File: src/rtl/sfm_streamer_word_packer_if.sv
// sfm_streamer_word_packer_if: element-beat input stream and packed-word output stream bundle
//   in_*  : producer -> packer beats (valid/ready, IN_N lanes of EW bits, lane count, last)
//   out_* : packer -> store streamer words (valid/ready, DW data, DW/8 strobe, last)
//   done  : packer -> consumer, one-cycle end-of-vector pulse
interface sfm_streamer_word_packer_if #(
  parameter int DW   = 256,
  parameter int EW   = 16,
  parameter int IN_N = 4
);
  localparam int CW = $clog2(IN_N) + 1;
  logic                 in_valid;
  logic                 in_ready;
  logic [IN_N*EW-1:0]   in_data;
  logic [CW-1:0]        in_cnt;
  logic                 in_last;
  logic                 out_valid;
  logic                 out_ready;
  logic [DW-1:0]        out_data;
  logic [DW/8-1:0]      out_strb;
  logic                 out_last;
  logic                 done;
  modport master (
    output in_valid, in_data, in_cnt, in_last, out_ready,
    input  in_ready, out_valid, out_data, out_strb, out_last, done
  );
  modport slave (
    input  in_valid, in_data, in_cnt, in_last, out_ready,
    output in_ready, out_valid, out_data, out_strb, out_last, done
  );
endinterface

File: src/rtl/sfm_streamer_word_packer.sv
// sfm_streamer_word_packer: packs IN_N-element beats into DW-bit words with lane-accurate byte strobes
//   clk_i, rst_i (sync, active-high), clear_i (sync soft clear, same effect as rst_i)
//   s           : slave side of sfm_streamer_word_packer_if (input beats, output words, done pulse)
//   stall_cnt_o : saturating count of stalled output cycles, present only with SFM_PACKER_PERF_CNT_EN
module sfm_streamer_word_packer #(
  parameter int DW   = 256,
  parameter int EW   = 16,
  parameter int IN_N = 4
) (
  input logic clk_i,
  input logic rst_i,
  input logic clear_i,
  sfm_streamer_word_packer_if.slave s
`ifdef SFM_PACKER_PERF_CNT_EN
  ,
  output logic [31:0] stall_cnt_o
`endif
);
  localparam int WN = DW / EW;
  localparam int FW = $clog2(WN);
  localparam int NW = FW + 1;
  localparam int CW = $clog2(IN_N) + 1;
  localparam int BL = EW / 8;
  logic [FW-1:0]      fill_q, fill_d;
  logic [DW-1:0]      pack_q, pack_d, data_q, data_d, merged;
  logic [DW/8-1:0]    strb_q, strb_d, strb_new;
  logic               valid_q, valid_d, last_q, last_d, done_q, done_d;
  logic [IN_N*EW-1:0] beat;
  logic [NW-1:0]      nf;
  logic               acc, hs, cmp, emit;
  assign s.in_ready  = !valid_q | s.out_ready;
  assign s.out_valid = valid_q;
  assign s.out_data  = data_q;
  assign s.out_strb  = strb_q;
  assign s.out_last  = last_q;
  assign s.done      = done_q;
  assign acc = s.in_valid & s.in_ready;
  assign hs  = valid_q & s.out_ready;
  assign nf  = NW'(fill_q) + NW'(s.in_cnt);
  // word closes on a full fill or end of vector; an empty closing beat with nothing packed emits no word
  assign cmp  = acc & ((nf >= NW'(WN)) | s.in_last);
  assign emit = cmp & (nf != '0);
  // lanes beyond in_cnt are zeroed so the OR-merge keeps unfilled lanes of the word at zero
  assign merged = pack_q | (DW'(beat) << (fill_q * EW));
  always_comb begin
    beat     = '0;
    strb_new = '0;
    for (int i = 0; i < IN_N; i++) beat[i*EW +: EW] = CW'(i) < s.in_cnt ? s.in_data[i*EW +: EW] : '0;
    for (int i = 0; i < WN; i++) strb_new[i*BL +: BL] = NW'(i) < nf ? '1 : '0;
  end
  always_comb begin
    fill_d  = cmp ? '0 : acc ? nf[FW-1:0] : fill_q;
    pack_d  = cmp ? '0 : acc ? merged : pack_q;
    data_d  = emit ? merged : hs ? '0 : data_q;
    strb_d  = emit ? strb_new : hs ? '0 : strb_q;
    last_d  = emit ? s.in_last : hs ? 1'b0 : last_q;
    valid_d = emit | (valid_q & !s.out_ready);
    done_d  = (hs & last_q) | (acc & s.in_last & (nf == '0));
  end
  always_ff @(posedge clk_i) begin
    if (rst_i | clear_i) begin
      fill_q  <= '0;
      pack_q  <= '0;
      data_q  <= '0;
      strb_q  <= '0;
      last_q  <= 1'b0;
      valid_q <= 1'b0;
      done_q  <= 1'b0;
    end else begin
      fill_q  <= fill_d;
      pack_q  <= pack_d;
      data_q  <= data_d;
      strb_q  <= strb_d;
      last_q  <= last_d;
      valid_q <= valid_d;
      done_q  <= done_d;
    end
  end
`ifdef SFM_PACKER_PERF_CNT_EN
  logic [31:0] stall_q, stall_d;
  assign stall_d = (valid_q & !s.out_ready & ~&stall_q) ? stall_q + 32'd1 : stall_q;
  always_ff @(posedge clk_i) begin
    if (rst_i | clear_i) stall_q <= '0;
    else stall_q <= stall_d;
  end
  assign stall_cnt_o = stall_q;
`endif
  // short beats are only legal as the closing beat of a vector
  a_short_beat: assert property (@(posedge clk_i) disable iff (rst_i | clear_i)
    (acc && !s.in_last) |-> (s.in_cnt == CW'(IN_N)));
endmodule

File: src/flat_wrapper.sv
// flat-port wrapper written by rule: the top's interface ports become plain ports
module sfm_streamer_word_packer_flat 
#(
  parameter int DW   = 256,
  parameter int EW   = 16,
  parameter int IN_N = 4
)
  (clk_i, rst_i, clear_i, s_in_valid, s_in_data, s_in_cnt, s_in_last, s_out_ready, s_in_ready, s_out_valid, s_out_data, s_out_strb, s_out_last, s_done);
  sfm_streamer_word_packer_if #(.DW(DW), .EW(EW), .IN_N(IN_N)) s_i ();
  input logic clk_i;
  input logic rst_i;
  input logic clear_i;
  input wire logic [$bits(s_i.in_valid)-1:0] s_in_valid;
  input wire logic [$bits(s_i.in_data)-1:0] s_in_data;
  input wire logic [$bits(s_i.in_cnt)-1:0] s_in_cnt;
  input wire logic [$bits(s_i.in_last)-1:0] s_in_last;
  input wire logic [$bits(s_i.out_ready)-1:0] s_out_ready;
  output wire logic [$bits(s_i.in_ready)-1:0] s_in_ready;
  output wire logic [$bits(s_i.out_valid)-1:0] s_out_valid;
  output wire logic [$bits(s_i.out_data)-1:0] s_out_data;
  output wire logic [$bits(s_i.out_strb)-1:0] s_out_strb;
  output wire logic [$bits(s_i.out_last)-1:0] s_out_last;
  output wire logic [$bits(s_i.done)-1:0] s_done;
  assign s_i.in_valid = s_in_valid;
  assign s_i.in_data = s_in_data;
  assign s_i.in_cnt = s_in_cnt;
  assign s_i.in_last = s_in_last;
  assign s_i.out_ready = s_out_ready;
  assign s_in_ready = s_i.in_ready;
  assign s_out_valid = s_i.out_valid;
  assign s_out_data = s_i.out_data;
  assign s_out_strb = s_i.out_strb;
  assign s_out_last = s_i.out_last;
  assign s_done = s_i.done;
  sfm_streamer_word_packer #(.DW(DW), .EW(EW), .IN_N(IN_N)) u_core (.clk_i(clk_i), .rst_i(rst_i), .clear_i(clear_i), .s(s_i));
endmodule
File: config.mk
export PLATFORM = sky130hd
export DESIGN_NAME = sfm_streamer_word_packer_flat
export DESIGN_NICKNAME = d
export VERILOG_FILES = /design/src/rtl/sfm_streamer_word_packer_if.sv /design/src/rtl/sfm_streamer_word_packer.sv /design/src/flat_wrapper.sv
export SDC_FILE = /design/constraint.sdc
export NUM_CORES = 1
export LEC_CHECK = 0
export BUFFER_PORTS_ARGS = -buffer_cell sky130_fd_sc_hd__buf_2
export CAP_MARGIN = 5
export CELL_PAD_IN_SITES_DETAIL_PLACEMENT = 1
export CELL_PAD_IN_SITES_GLOBAL_PLACEMENT = 1
export CORE_ASPECT_RATIO = 2
export CORE_UTILIZATION = 42
export CTS_BUF_LIST = sky130_fd_sc_hd__clkbuf_4 sky130_fd_sc_hd__clkbuf_8 sky130_fd_sc_hd__clkbuf_16
export CTS_CLUSTER_DIAMETER = 200
export DETAILED_ROUTE_END_ITERATION = 8
export PLACE_DENSITY = 0.89
export RECOVER_POWER = 25
export SLEW_MARGIN = 10
export SYNTH_ARGS = -nofsm -noshare
export SYNTH_HDL_FRONTEND = slang
export SYNTH_SLANG_ARGS = --single-unit
File: constraint.sdc
create_clock -name clk_i -period 3.9 [get_ports clk_i]
set_input_delay 0.39 -clock clk_i [delete_from_list [all_inputs] [get_ports clk_i]]
set_output_delay 0.39 -clock clk_i [all_outputs]
set_load 0.1 [all_outputs]
# == Word-level counts from Yosys, hierarchy flattened ==
# Cells that the tools add are included.
# totals
reg_bits,551
output_inout_bits,292
wordCells,76
# op_classes
order_cmp,21
n_reduce_logical,6
shifts,1
add_sub_neg,1
bitwise_logic,14
n_mux,26
# ops
operator,count
2-to-1 mux 256 bit,2
OR 256 bit,1
<< shifter 64 x 8 -> 256 bit,1
2-to-1 mux 16 bit,4
2-to-1 mux 32 bit,2
less-than comparator 4 x 5 -> 1 bit (first input constant),8
2-to-1 mux 2 bit,16
less-than comparator 3 x 5 -> 1 bit (first input constant),4
less-than comparator 1 x 5 -> 1 bit (first input constant),2
less-than comparator 2 x 5 -> 1 bit (first input constant),2
AND 1 bit,8
less-than comparator 1 x 3 -> 1 bit (first input constant),2
less-than comparator 2 x 3 -> 1 bit (first input constant),2
adder 4 x 3 -> 5 bit,1
>= comparator 5 bit (second input constant),1
logical NOT 5 bit,1
OR 1 bit,5
nonzero test 5 bit,1
logical NOT 1 bit,2
2-to-1 mux 1 bit,2
nonzero test 2 bit,1
OR reduction 2 bit,1

# == Depth between registers and ports, before layout ==
# Gate-level depths: netlist of the first run.
# depth
word_depth,6
depth_mapped,11
depth_no_buf,7

# == Worst setup path after synthesis of the first run ==
# OpenSTA, ideal clock, no wires.
# synth_timing
path_kind,register to register
start,"reg u_core.valid_q, in the netlist u_core.s.out_valid"
end,"reg u_core.strb_q[21], in the netlist u_core.s.out_strb[21]"
setup_ns,0.118
path_buffers,3
synth_period_minus_slack_ns,3.087
t_arrival_ns,2.969
slack_ns,0.813
stages_incl_launch_ff,10
cell_sequence,dfxtp_1 > nor2b_1 > inv_1 > nand2_1 > or3_1 > buf_2 > and2_1 > buf_4 > buf_6 > a22o_1
# synth_via
elab_chain_cells,6
word_cells_on_any_way,8
cone_classes,mux (1); bitwise (5); reduce/logical (2)
# synth_lines
item,line,source
"start, declared",sfm_streamer_word_packer.sv:27,"logic valid_q, valid_d, last_q, last_d, done_q, done_d;"
"start signal, assigned",sfm_streamer_word_packer.sv:75,valid_q <= valid_d;
logical NOT 1 bit (*),sfm_streamer_word_packer.sv:31,assign s.in_ready = !valid_q | s.out_ready;
OR 1 bit (*),sfm_streamer_word_packer.sv:31,
named net s_in_ready,flat_wrapper.sv:18,output wire logic [$bits(s_i.in_ready)-1:0] s_in_ready;
AND 1 bit (*),sfm_streamer_word_packer.sv:37,assign acc = s.in_valid & s.in_ready;
AND 1 bit (*),sfm_streamer_word_packer.sv:41,assign cmp = acc & ((nf >= NW'(WN)) | s.in_last);
AND 1 bit (*),sfm_streamer_word_packer.sv:42,assign emit = cmp & (nf != '0);
2-to-1 mux 32 bit or nonzero test 2 bit (tied branches),n/a,
"end signal, assigned",sfm_streamer_word_packer.sv:73,strb_q <= strb_d;
"end, declared",sfm_streamer_word_packer.sv:26,"logic [DW/8-1:0] strb_q, strb_d, strb_new;"
# Mark *: on every way through the listed nets, which the timed path passes. The rest lies on a longest branch.
# A chain may end at the register's enable or synchronous reset.

# == Worst setup path in the final report of the first run ==
# layout_timing
start,reg u_core.fill_q[0]
end,"reg u_core.data_q[215], in the netlist u_core.s.out_data[215]"
# layout_via
elab_chain_cells,6
word_cells_on_any_way,10
cone_classes,add/sub (1); order compare (1); shift (1); mux (1); bitwise (4); reduce/logical (2)
# layout_lines
item,line,source
"start, declared",sfm_streamer_word_packer.sv:24,"logic [FW-1:0] fill_q, fill_d;"
"start signal, assigned",sfm_streamer_word_packer.sv:70,fill_q <= fill_d;
adder 4 x 3 -> 5 bit (*),sfm_streamer_word_packer.sv:39,assign nf = NW'(fill_q) + NW'(s.in_cnt);
named net u_core.nf[1],sfm_streamer_word_packer.sv:29,logic [NW-1:0] nf;
>= comparator 5 bit,sfm_streamer_word_packer.sv:41,
OR 1 bit,sfm_streamer_word_packer.sv:41,
AND 1 bit,sfm_streamer_word_packer.sv:41,
AND 1 bit (*),sfm_streamer_word_packer.sv:42,
2-to-1 mux 256 bit or nonzero test 2 bit (tied branches),n/a,
"end signal, assigned",sfm_streamer_word_packer.sv:72,data_q <= data_d;
"end, declared",sfm_streamer_word_packer.sv:25,"logic [DW-1:0] pack_q, pack_d, data_q, data_d, merged;"
# Marks and branches as above.

==> results of run 1 <==
==> through the flow <==
step / cells / area, sq um / power, mW / hold slack (ns)
global placement: 3331 / 24400 / 7.40 / 0.428
floorplan: 2488 / 22100 / 6.87 / 0.420
global route: 3422 / 25900 / 12.8 / 0.160
CTS: 3417 / 26100 / 12.5 / 0.123
detailed placement: 3331 / 24400 / 7.45 / 0.439
finish: 3429 / 25900 / 12.5 / 0.134
==> Yosys cell counts (2+ instances only) <==
cell type | n | area share
a221o_1 | 18 | 0.0082
and2_1 | 37 | 0.010
xnor2_1 | 2 | 0.00079
inv_1 | 7 | 0.0012
o21ai_1 | 6 | 0.0014
ha_1 | 3 | 0.0017
nor2_1 | 181 | 0.031
nand3_1 | 69 | 0.016
buf_1 | 14 | 0.0024
a21oi_1 | 368 | 0.083
buf_6 | 5 | 0.0026
dfxtp_1 | 535 | 0.49
a32o_1 | 17 | 0.0077
and3_1 | 4 | 0.0011
or3_1 | 5 | 0.0014
a21o_1 | 6 | 0.0020
o2111ai_1 | 16 | 0.0063
clkbuf_1 | 188 | 0.032
o21ai_0 | 154 | 0.035
o211a_1 | 61 | 0.028
a31oi_1 | 64 | 0.018
nand4_1 | 17 | 0.0048
a32oi_1 | 17 | 0.0067
a221oi_1 | 46 | 0.018
a22o_1 | 117 | 0.046
o21a_1 | 19 | 0.0065
nand3b_1 | 3 | 0.0010
nor3_2 | 2 | 0.00091
nor3_1 | 125 | 0.028
nand2b_1 | 19 | 0.0054
nor2b_1 | 18 | 0.0051
or2_2 | 5 | 0.0014
o2bb2ai_1 | 35 | 0.014
buf_4 | 17 | 0.0058
a22oi_1 | 16 | 0.0054
buf_2 | 54 | 0.012
a211o_1 | 2 | 0.00079
nand2_1 | 84 | 0.014
a211oi_1 | 115 | 0.039
==> state kept, by name, summed over array words and instances, names as in the netlist <==
register and flops:
u_core.s.out_data 256, u_core.fill_q 4, u_core.s.done 1, u_core.pack_q 256, u_core.s.out_strb 16, u_core.s.out_last 1
u_core.s.out_valid 1
==> worst min-delay path by stage <==
stage / start / endpoint / slack [ns] / cells after the start
floorplan: u_core.pack_q[16]$_SDFFE_PP0P_ / u_core.pack_q[16]$_SDFFE_PP0P_ / 0.42 / 2
global placement: u_core.pack_q[17]$_SDFFE_PP0P_ / u_core.pack_q[17]$_SDFFE_PP0P_ / 0.43 / 2
detailed placement: u_core.pack_q[19]$_SDFFE_PP0P_ / u_core.pack_q[19]$_SDFFE_PP0P_ / 0.44 / 2
CTS: s_out_ready / u_core.s.done$_SDFF_PP0_ / 0.12 / 3
global route: s_out_ready / u_core.s.done$_SDFF_PP0_ / 0.16 / 3
finish: s_out_ready / u_core.s.done$_SDFF_PP0_ / 0.13 / 3
==> cell families (layout without fill, tap and decap cells) <==
group	after synthesis	count (layout)	synth area share
and+or+nand+nor	575	575	0.123
DFF	535	535	0.485
AOI/OAI and AO/OA	1085	1085	0.331
xor gates and xnor gates	3	3	0.00153
other	0	12	0
buffers and inverters	286	555	0.0563
adders and majority gates	4	4	0.00261
==> area by class of cell <==
| cell class | instances | share of cell area |
|---|---|---|
| antenna | 12 | 0.00116 |
| clock buffer | 63 | 0.0527 |
| clock inverter | 23 | 0.0120 |
| inverter | 8 | 0.00116 |
| multi-input combinational | 1667 | 0.394 |
| sequential | 535 | 0.414 |
| tap | 660 | 0.0319 |
| timing repair buffer | 461 | 0.0930 |
==> power by group through the flow <==
stage	Clock [mW]	Sequential (mW)	Combinational, mW
floorplan	0	6.12	0.754
global route	5.35	5.61	1.83
global placement	0	5.73	1.67
detailed placement	0	5.73	1.72
finish	5.13	5.61	1.76
CTS	5.14	5.61	1.73
==> metal layers <==
layer	track usage	up-vias	share of wire
li1	-	9780	-
met1	0.388	11106	0.35
met2	0.599	1073	0.48
met3	0.0758	370	0.074
met4	0.307	16	0.094
met5	0	-	0.0011
==> worst register-to-register path, cell delays in order (launching register included) <==
cell and delay (ns):
dfxtp_2 0.44, ha_1 0.23, fa_1 0.44, or3_1 0.38, a2111oi_4 0.49, or3_4 0.30
and2_2 0.33, buf_4 0.49, a22o_1 0.25
==> impl_results.md, run 1 <==
- Status: finished clean
- Total track usage: 0.362
- Crit path launch: u_core.fill_q[0]$_SDFFE_PP0P_
- Least-Margin Pin Slew: 1.28 ns
- Die width: 164 microns
- Nets@finish: 2797
- Die height: 326 microns
- RSZ-0062 raised after global routing: false
- Die area: 53500 sq um
- EDFF count, synth: 0
- Slowest CP cell: a2111oi_4
- Core Box Area: 51800 sq um
- Port bufs: 364
- Router iterations before antenna repair: 5
- Required @ worst endpoint: 4.43 ns
- DR vias/cell: 6.52
- PostCTS Resize Cnt: 0
- Setup crit end: u_core.s.out_data[215]$_SDFFE_PP0P_
- Setup_tns: 0 ns
- Core Rows: 118
- Vias in the first global route: 22955
- Maximum vdd drop: 0.366 mV
- Vias: 22345
- Fraction of layout cells with a size suffix above 1: 0.135
- DRC Markers: 0
- Mapped Area: 22100 sq um
- WP depth: 8
- Clk_lat worst skew: 0.61 ns
- Worst r2r path cells: 8
- Post-Route WL: 98300 microns
- Synth Flop Type: dfxtp_1
- Cells after synthesis: 2488
- Commonest non-fill, non-tap cell in the layout: dfxtp_1
- Setup Buffers After CTS: 0
- # hold bufs at CTS: 0
- Max_cap viols: 0
- Syn Nets: 2565
- Critical path, cell by cell: ha_1 > fa_1 > or3_1 > a2111oi_4 > or3_4 > and2_2 > buf_4 > a22o_1
- Min Tclk post-route: 3.42 ns
- Slew Limit Fails: 0
- Worst-path maximum fanout: 45
- Synth warn: 0
- Seq cells post-synth: 535
- Footprint of the multi-input gates: 10200 sq um
- Area Overhead vs Synth: 17.2%
- Final GP Congestion: 0.982
- Clock transition at the registers of the reported paths: 0.07 ns
- Worst path bufs/invs: 1
- Post-route antenna net violation count: 0
- Antenna violations before repair: 18
- Root Driver: clkbuf_16
- CP peak stage delay: 0.49 ns
- Most frequent cells in the layout: dfxtp_1 (532), a21oi_1 (367), clkbuf_1 (206)
- Max Root-Sink Buffers: 3
- Sequential area share after synthesis: 0.485
- Initial DRC Count: 2073
- Slew HR: 0.148
- Register share of total power: 0.449
- Worst setup EP type: register
- PwrDens: 483 nW/um^2
- Post-DP HPWL: 68600 microns
- Fin. Hold Viols: 0
- WP data arrival: 3.95 ns
- Synth cell types: 56
- CP Launch Type: register
- First-pass GRT wire length: 145000 microns
- Final Cycle Share: 0.876
- Storage cell area: 10700 sq um
- Psw: 3.69 mW
- Sw Share: 0.296
- Worst Skew: 0.0196 ns
- Mean post-synth cell area: 8.87 sq um
- Reg-to-reg slack, setup: 0.48 ns
- Worst flop-to-flop path endpoint: u_core.s.out_data[215]$_SDFFE_PP0P_
- H-tree depth: 2
- Pre-CTS setup slack: 0.424 ns
- Cts bufs inserted: 47
- CTS tree: built
- Max Clock Freq: 293 MHz
- Combinational share of power: 0.141
- WS Path Type: reg -> reg
- Final Util: 0.499
- Post-detailed-route wirelength per cell: 28.7 microns
- Total gr overflow: 0
- CTS sink count: 535
- Fillers: 6145
- Hold Path Class: in -> reg
- Clock network power share: 0.410
- R2r startpoint: u_core.fill_q[0]$_SDFFE_PP0P_
- Internal: 8.81 mW
- I/O Pins: 365
- Leak Pwr: 10.0 nW
- Final setup viols: 0
- Initial core utilization: 0.426
- Final WS setup: 0.485 ns
- Largest net degree at the start of global routing: 153
- CP top delay family: simple AND/OR/NAND/NOR gates
- FFs w/ async S/R, synth: 0
Power figures use the tool's default switching activity.
==> run 2, diff against run 1 <==
- CORE_UTILIZATION: 42 -> 46
- PLACE_DENSITY: 0.89 -> 0.95
- clock period: 3.9 -> 4.3 ns (I/O delays scaled with it)
==> impl_results.md, run 2 (synthesized netlist as in run 1, its figures left out) <==
- # hold bufs at CTS: 0 (unchanged)
- Nets@finish: 2780 (-0.61%)
- Clock transition at the registers of the reported paths: 0.07 ns (about the same)
- Final Cycle Share: 0.835 (-0.0408)
- WS Path Type: reg -> reg
- Core Box Area: 47400 sq um (-8.6%)
- PostCTS Resize Cnt: 0 (unchanged)
- Largest net degree at the start of global routing: 143 (-6.5%)
- Post-Route WL: 97400 microns (-0.90%)
- Vias in the first global route: 23332 (+1.6%)
- Min Tclk post-route: 3.59 ns (+0.175 ns)
- Port bufs: 364 (unchanged)
- Die area: 48900 sq um (-8.6%)
- CTS tree: built
- Most frequent cells in the layout: dfxtp_1 (532), a21oi_1 (367), clkbuf_1 (206)
- Worst hold margin: 0.216 ns (+0.0827 ns)
- Die height: 312 microns (-4.4%)
- Post-detailed-route wirelength per cell: 28.8 microns (+0.48%)
- Post-route antenna net violation count: 0 (unchanged)
- Least-Margin Pin Slew: 1.37 ns (+0.0824 ns)
- Core Rows: 113 (-4.2%)
- Final WS setup: 0.710 ns (+0.225 ns)
- CP Launch Type: register
- Max_cap viols: 0 (unchanged)
- Worst setup EP type: register
- Slew HR: 0.0898 (-0.0586)
- Fillers: 5659 (-7.9%)
- Initial DRC Count: 2274 (+9.7%)
- Leak Pwr: 9.89 nW (-1.2%)
- Area Overhead vs Synth: 16.2%
- Commonest non-fill, non-tap cell in the layout: dfxtp_1
- Max Root-Sink Buffers: 3 (unchanged)
- Router iterations before antenna repair: 6 (+1)
- Footprint of the multi-input gates: 10200 sq um (about the same)
- Final Util: 0.541 (+0.0422)
- Cts bufs inserted: 45 (-4.3%)
- Hold Path Class: in -> reg
- Post-DP HPWL: 66900 microns (-2.5%)
- Fin. Hold Viols: 0 (unchanged)
- Die width: 157 microns (-4.4%)
- Slew Limit Fails: 0 (unchanged)
- WP data arrival: 4.12 ns (+0.17 ns)
- Final setup viols: 0 (unchanged)
- I/O Pins: 365 (unchanged)
- Total gr overflow: 0 (unchanged)
- H-tree depth: 2 (unchanged)
- Root Driver: clkbuf_16
- CTS sink count: 535 (unchanged)
- PwrDens: 434 nW/um^2 (-10%)
- Pre-CTS setup slack: 0.282 ns (-0.141 ns)
- Final GP Congestion: 0.993 (+1.1%)
- Antenna violations before repair: 14 (-4)
- Setup_tns: 0 ns (unchanged)
- Required @ worst endpoint: 4.83 ns (+0.40 ns)
- DR vias/cell: 6.69 (+2.7%)
- Storage cell area: 10700 sq um (unchanged)
- Initial core utilization: 0.466 (+0.0401)
- Vias: 22624 (+1.2%)
- Worst-path maximum fanout: 47 (+4.4%)
- DRC Markers: 0 (unchanged)
- Status: finished clean
- Fraction of layout cells with a size suffix above 1: 0.130 (-0.00532)
- Max Clock Freq: 279 MHz (-4.9%)
- Setup Buffers After CTS: 0 (unchanged)
- Clk_lat worst skew: 0.60 ns (about the same)
- Total track usage: 0.393 (+0.0314)
- Worst Skew: 0.0182 ns (-0.00138 ns)
- First-pass GRT wire length: 144000 microns (-0.53%)
- RSZ-0062 raised after global routing: false
- Maximum vdd drop: 0.312 mV (-15%)
- Reg-to-reg slack, setup: 0.71 ns (+0.23 ns)
==> run 2: cell types whose count changed in the layout (fill, tap and decap cells not counted), moves of 2 or more <==
cell	before	now
buf_4	88	74
clkbuf_8	8	12
clkbuf_16	48	45
bufinv_16	6	4
clkinvlp_4	1	3
inv_6	4	2
nor3_1	125	123
nor3_2	1	3
nor4b_2	2	0
==> run 2: final timing paths <==
| kind | end | cells after the start | start |
|---|---|---|---|
| setup / recovery | u_core.s.out_data[89]$_SDFFE_PP0P_ | 8 | u_core.fill_q[0]$_SDFFE_PP0P_ |
| hold reg to reg | u_core.pack_q[27]$_SDFFE_PP0P_ | 2 | u_core.pack_q[27]$_SDFFE_PP0P_ |
| hold / removal | u_core.s.done$_SDFF_PP0_ | 3 | s_out_ready |
| setup reg to reg | u_core.s.out_data[89]$_SDFFE_PP0P_ | 8 | u_core.fill_q[0]$_SDFFE_PP0P_ |
==> run 2: area by class of cell <==
cell class / count / area share
sequential: 535 / 0.418
antenna: 11 / 0.00107
inverter: 8 / 0.00117
clock inverter: 20 / 0.0106
clock buffer: 63 / 0.0521
multi-input combinational: 1667 / 0.398
tap: 632 / 0.0308
timing repair buffer: 446 / 0.0889
==> run 2: per-stage QoR <==
stage	power, mW	area [sq um]	std cells
6_report	11.1	25600	3382
5_1_grt	11.4	25600	3373
4_1_cts	11.1	25900	3371
3_5_place_dp	6.74	24300	3288
3_3_place_gp	6.69	24300	3288
2_1_floorplan	6.23	22100	2488
==> run 2: report_power, final <==
| part | switching, mW | leakage (nW) | internal (mW) |
|---|---|---|---|
| clock network | 2.00 | 0.796 | 2.45 |
| logic | 1.27 | 4.77 | 0.326 |
| registers | 0.0577 | 4.32 | 5.03 |
==> run 2: routing by layer <==
| metal | track usage | part of all wire |
|---|---|---|
| met5 | 0 | 0.00056 |
| met4 | 0.367 | 0.10 |
| met1 | 0.416 | 0.34 |
| met2 | 0.640 | 0.47 |
| met3 | 0.0875 | 0.077 |
==> run 2: critical path, cell delays in order (launching register included) <==
cell and delay (ns):
dfxtp_2 0.33, ha_1 0.20, fa_1 0.59, or3_1 0.41, a2111oi_4 0.46, or3_4 0.52, and2_2 0.51, buf_12 0.28
a22o_1 0.21
==> run 3, diff against run 2 <==
- CORE_UTILIZATION: 46 -> 38
- PLACE_DENSITY: 0.95 -> 0.85
- clock period: 4.3 -> 3.3 ns (I/O delays scaled with it)
==> impl_results.md, run 3 (synthesized netlist as in run 1, its figures left out) <==
- Max Clock Freq: 322 MHz (+16%)
- First-pass GRT wire length: 145000 microns (+0.39%)
- CP Launch Type: register
- Final Cycle Share: 0.942 (+0.107)
- Setup_tns: 0 ns (unchanged)
- Final setup viols: 0 (unchanged)
- Clock transition at the registers of the reported paths: 0.07 ns (about the same)
- Max_cap viols: 0 (unchanged)
- Min Tclk post-route: 3.11 ns (-0.482 ns)
- Post-route antenna net violation count: 0 (unchanged)
- H-tree depth: 2 (unchanged)
- # hold bufs at CTS: 0 (unchanged)
- Clk_lat worst skew: 0.61 ns (about the same)
- Area Overhead vs Synth: 18.8%
- CTS sink count: 535 (unchanged)
- Initial DRC Count: 1865 (-18%)
- Least-Margin Pin Slew: 1.28 ns (-0.0843 ns)
- Maximum vdd drop: 0.408 mV (+31%)
- Post-Route WL: 99300 microns (+1.9%)
- Slew HR: 0.150 (+0.0599)
- Worst hold margin: 0.114 ns (-0.103 ns)
- Worst setup EP type: register
- Cts bufs inserted: 47 (+4.4%)
- Post-DP HPWL: 70800 microns (+5.7%)
- Most frequent cells in the layout: dfxtp_1 (532), a21oi_1 (367), clkbuf_1 (206)
- Final instance area: 26200 sq um (+2.2%)
- Antenna violations before repair: 19 (+5)
- Leak Pwr: 10.1 nW (+2.6%)
- WS Path Type: reg -> reg
- Root Driver: clkbuf_16
- Die area: 59100 sq um (+21%)
- CTS tree: built
- RSZ-0062 raised after global routing: false
- Final WS setup: 0.192 ns (-0.518 ns)
- Router iterations before antenna repair: 7 (+1)
- Worst-path maximum fanout: 38 (-19%)
- Initial core utilization: 0.385 (-0.0805)
- WP data arrival: 3.58 ns (-0.54 ns)
- Vias: 22365 (-1.1%)
- Max Root-Sink Buffers: 3 (unchanged)
- Final GP Congestion: 0.963 (-3.0%)
- I/O Pins: 365 (unchanged)
- DR vias/cell: 6.31 (-5.6%)
- Final Util: 0.458 (-0.0834)
- Die width: 172 microns (+9.9%)
- Hold Path Class: in -> reg
- Vias in the first global route: 22428 (-3.9%)
- Total gr overflow: 0 (unchanged)
- Fraction of layout cells with a size suffix above 1: 0.142 (+0.0128)
- Status: finished clean
- Post-route insts no fill: 3542 (+4.7%)
- Fin. Hold Viols: 0 (unchanged)
- Cell Area, Placed: 24700 sq um (+1.9%)
- Total track usage: 0.330 (-0.0631)
- Worst Skew: 0.0291 ns (+0.0109 ns)
- Pre-CTS setup slack: -0.145 ns (-0.427 ns)
- Port bufs: 364 (unchanged)
- Total Power: 14.9 mW (+34%)
- Post-detailed-route wirelength per cell: 28.0 microns (-2.7%)
- DRC Markers: 0 (unchanged)
- Commonest non-fill, non-tap cell in the layout: dfxtp_1
- PwrDens: 569 nW/um^2 (+31%)
- Die height: 343 microns (+10%)
- Largest net degree at the start of global routing: 143 (unchanged)
- Core Box Area: 57200 sq um (+21%)
- Slew Limit Fails: 0 (unchanged)
- Required @ worst endpoint: 3.77 ns (-1.06 ns)
- Post-Place Cells: 3451 (+5.0%)
- Nets@finish: 2823 (+1.5%)
- Core Rows: 124 (+9.7%)
==> run 3: cell count changes in the layout (fill, tap and decap cells not counted), moves of 2 or more <==
cell       change
nor3_2         -2
nor3_1         +2
bufinv_16      +5
clkinv_2       -2
diode_2        -6
buf_12         +2
inv_6          +2
clkbuf_8       -6
clkbuf_16      +3
buf_4         +39
==> run 3: where the power goes <==
| part | internal [mW] | switching (mW) |
|---|---|---|
| Sequential | 6.56 | 0.0699 |
| Clock | 3.57 | 2.61 |
| Combinational | 0.462 | 1.66 |
| Total | 10.6 | 4.34 |
==> run 3: what timing repair did <==
item | CTS | global route
buffers inserted | 0 | 2
endpoints found under the setup margin | 0 | 24
gates resized for setup | 0 | 1
==> run 3: cell type report <==
| class | instances | area (sq um) |
|---|---|---|
| timing repair buffer | 487 | 2610 |
| fill | 6754 | 31000 |
| inverter | 8 | 30.0 |
| clock buffer | 59 | 1320 |
| multi-input combinational | 1667 | 10200 |
| tap | 756 | 946 |
| sequential | 535 | 10700 |
| antenna | 5 | 12.5 |
| clock inverter | 25 | 402 |
==> run 3: path summary, 6_finish.rpt <==
check / start / to / slack [ns] / depth (start not counted)
max reg2reg: u_core.fill_q[0]$_SDFFE_PP0P_ / u_core.s.out_data[15]$_SDFFE_PP0P_ / 0.19 / 10
min reg2reg: u_core.pack_q[20]$_SDFFE_PP0P_ / u_core.pack_q[20]$_SDFFE_PP0P_ / 0.46 / 2
min: s_in_data[14] / u_core.pack_q[14]$_SDFFE_PP0P_ / 0.11 / 3
max: u_core.fill_q[0]$_SDFFE_PP0P_ / u_core.s.out_data[15]$_SDFFE_PP0P_ / 0.19 / 10
==> run 3: worst max-delay path, stage by stage, from the launching register on <==
cell and delay (ns):
dfxtp_2 0.32, ha_1 0.22, fa_1 0.45, xor2_2 0.27, a2111oi_4 0.10, buf_4 0.17
or3_4 0.42, buf_12 0.19, buf_12 0.19, a211oi_1 0.53, nor3_1 0.10
==> run 3: metal layers <==
layer | share of wire | track usage | vias up
met1 | 0.36 | 0.360 | 11140
met2 | 0.49 | 0.564 | 1041
li1 | - | - | 9813
met4 | 0.078 | 0.234 | 32
met5 | 0.0023 | 0 | -
met3 | 0.069 | 0.0685 | 339
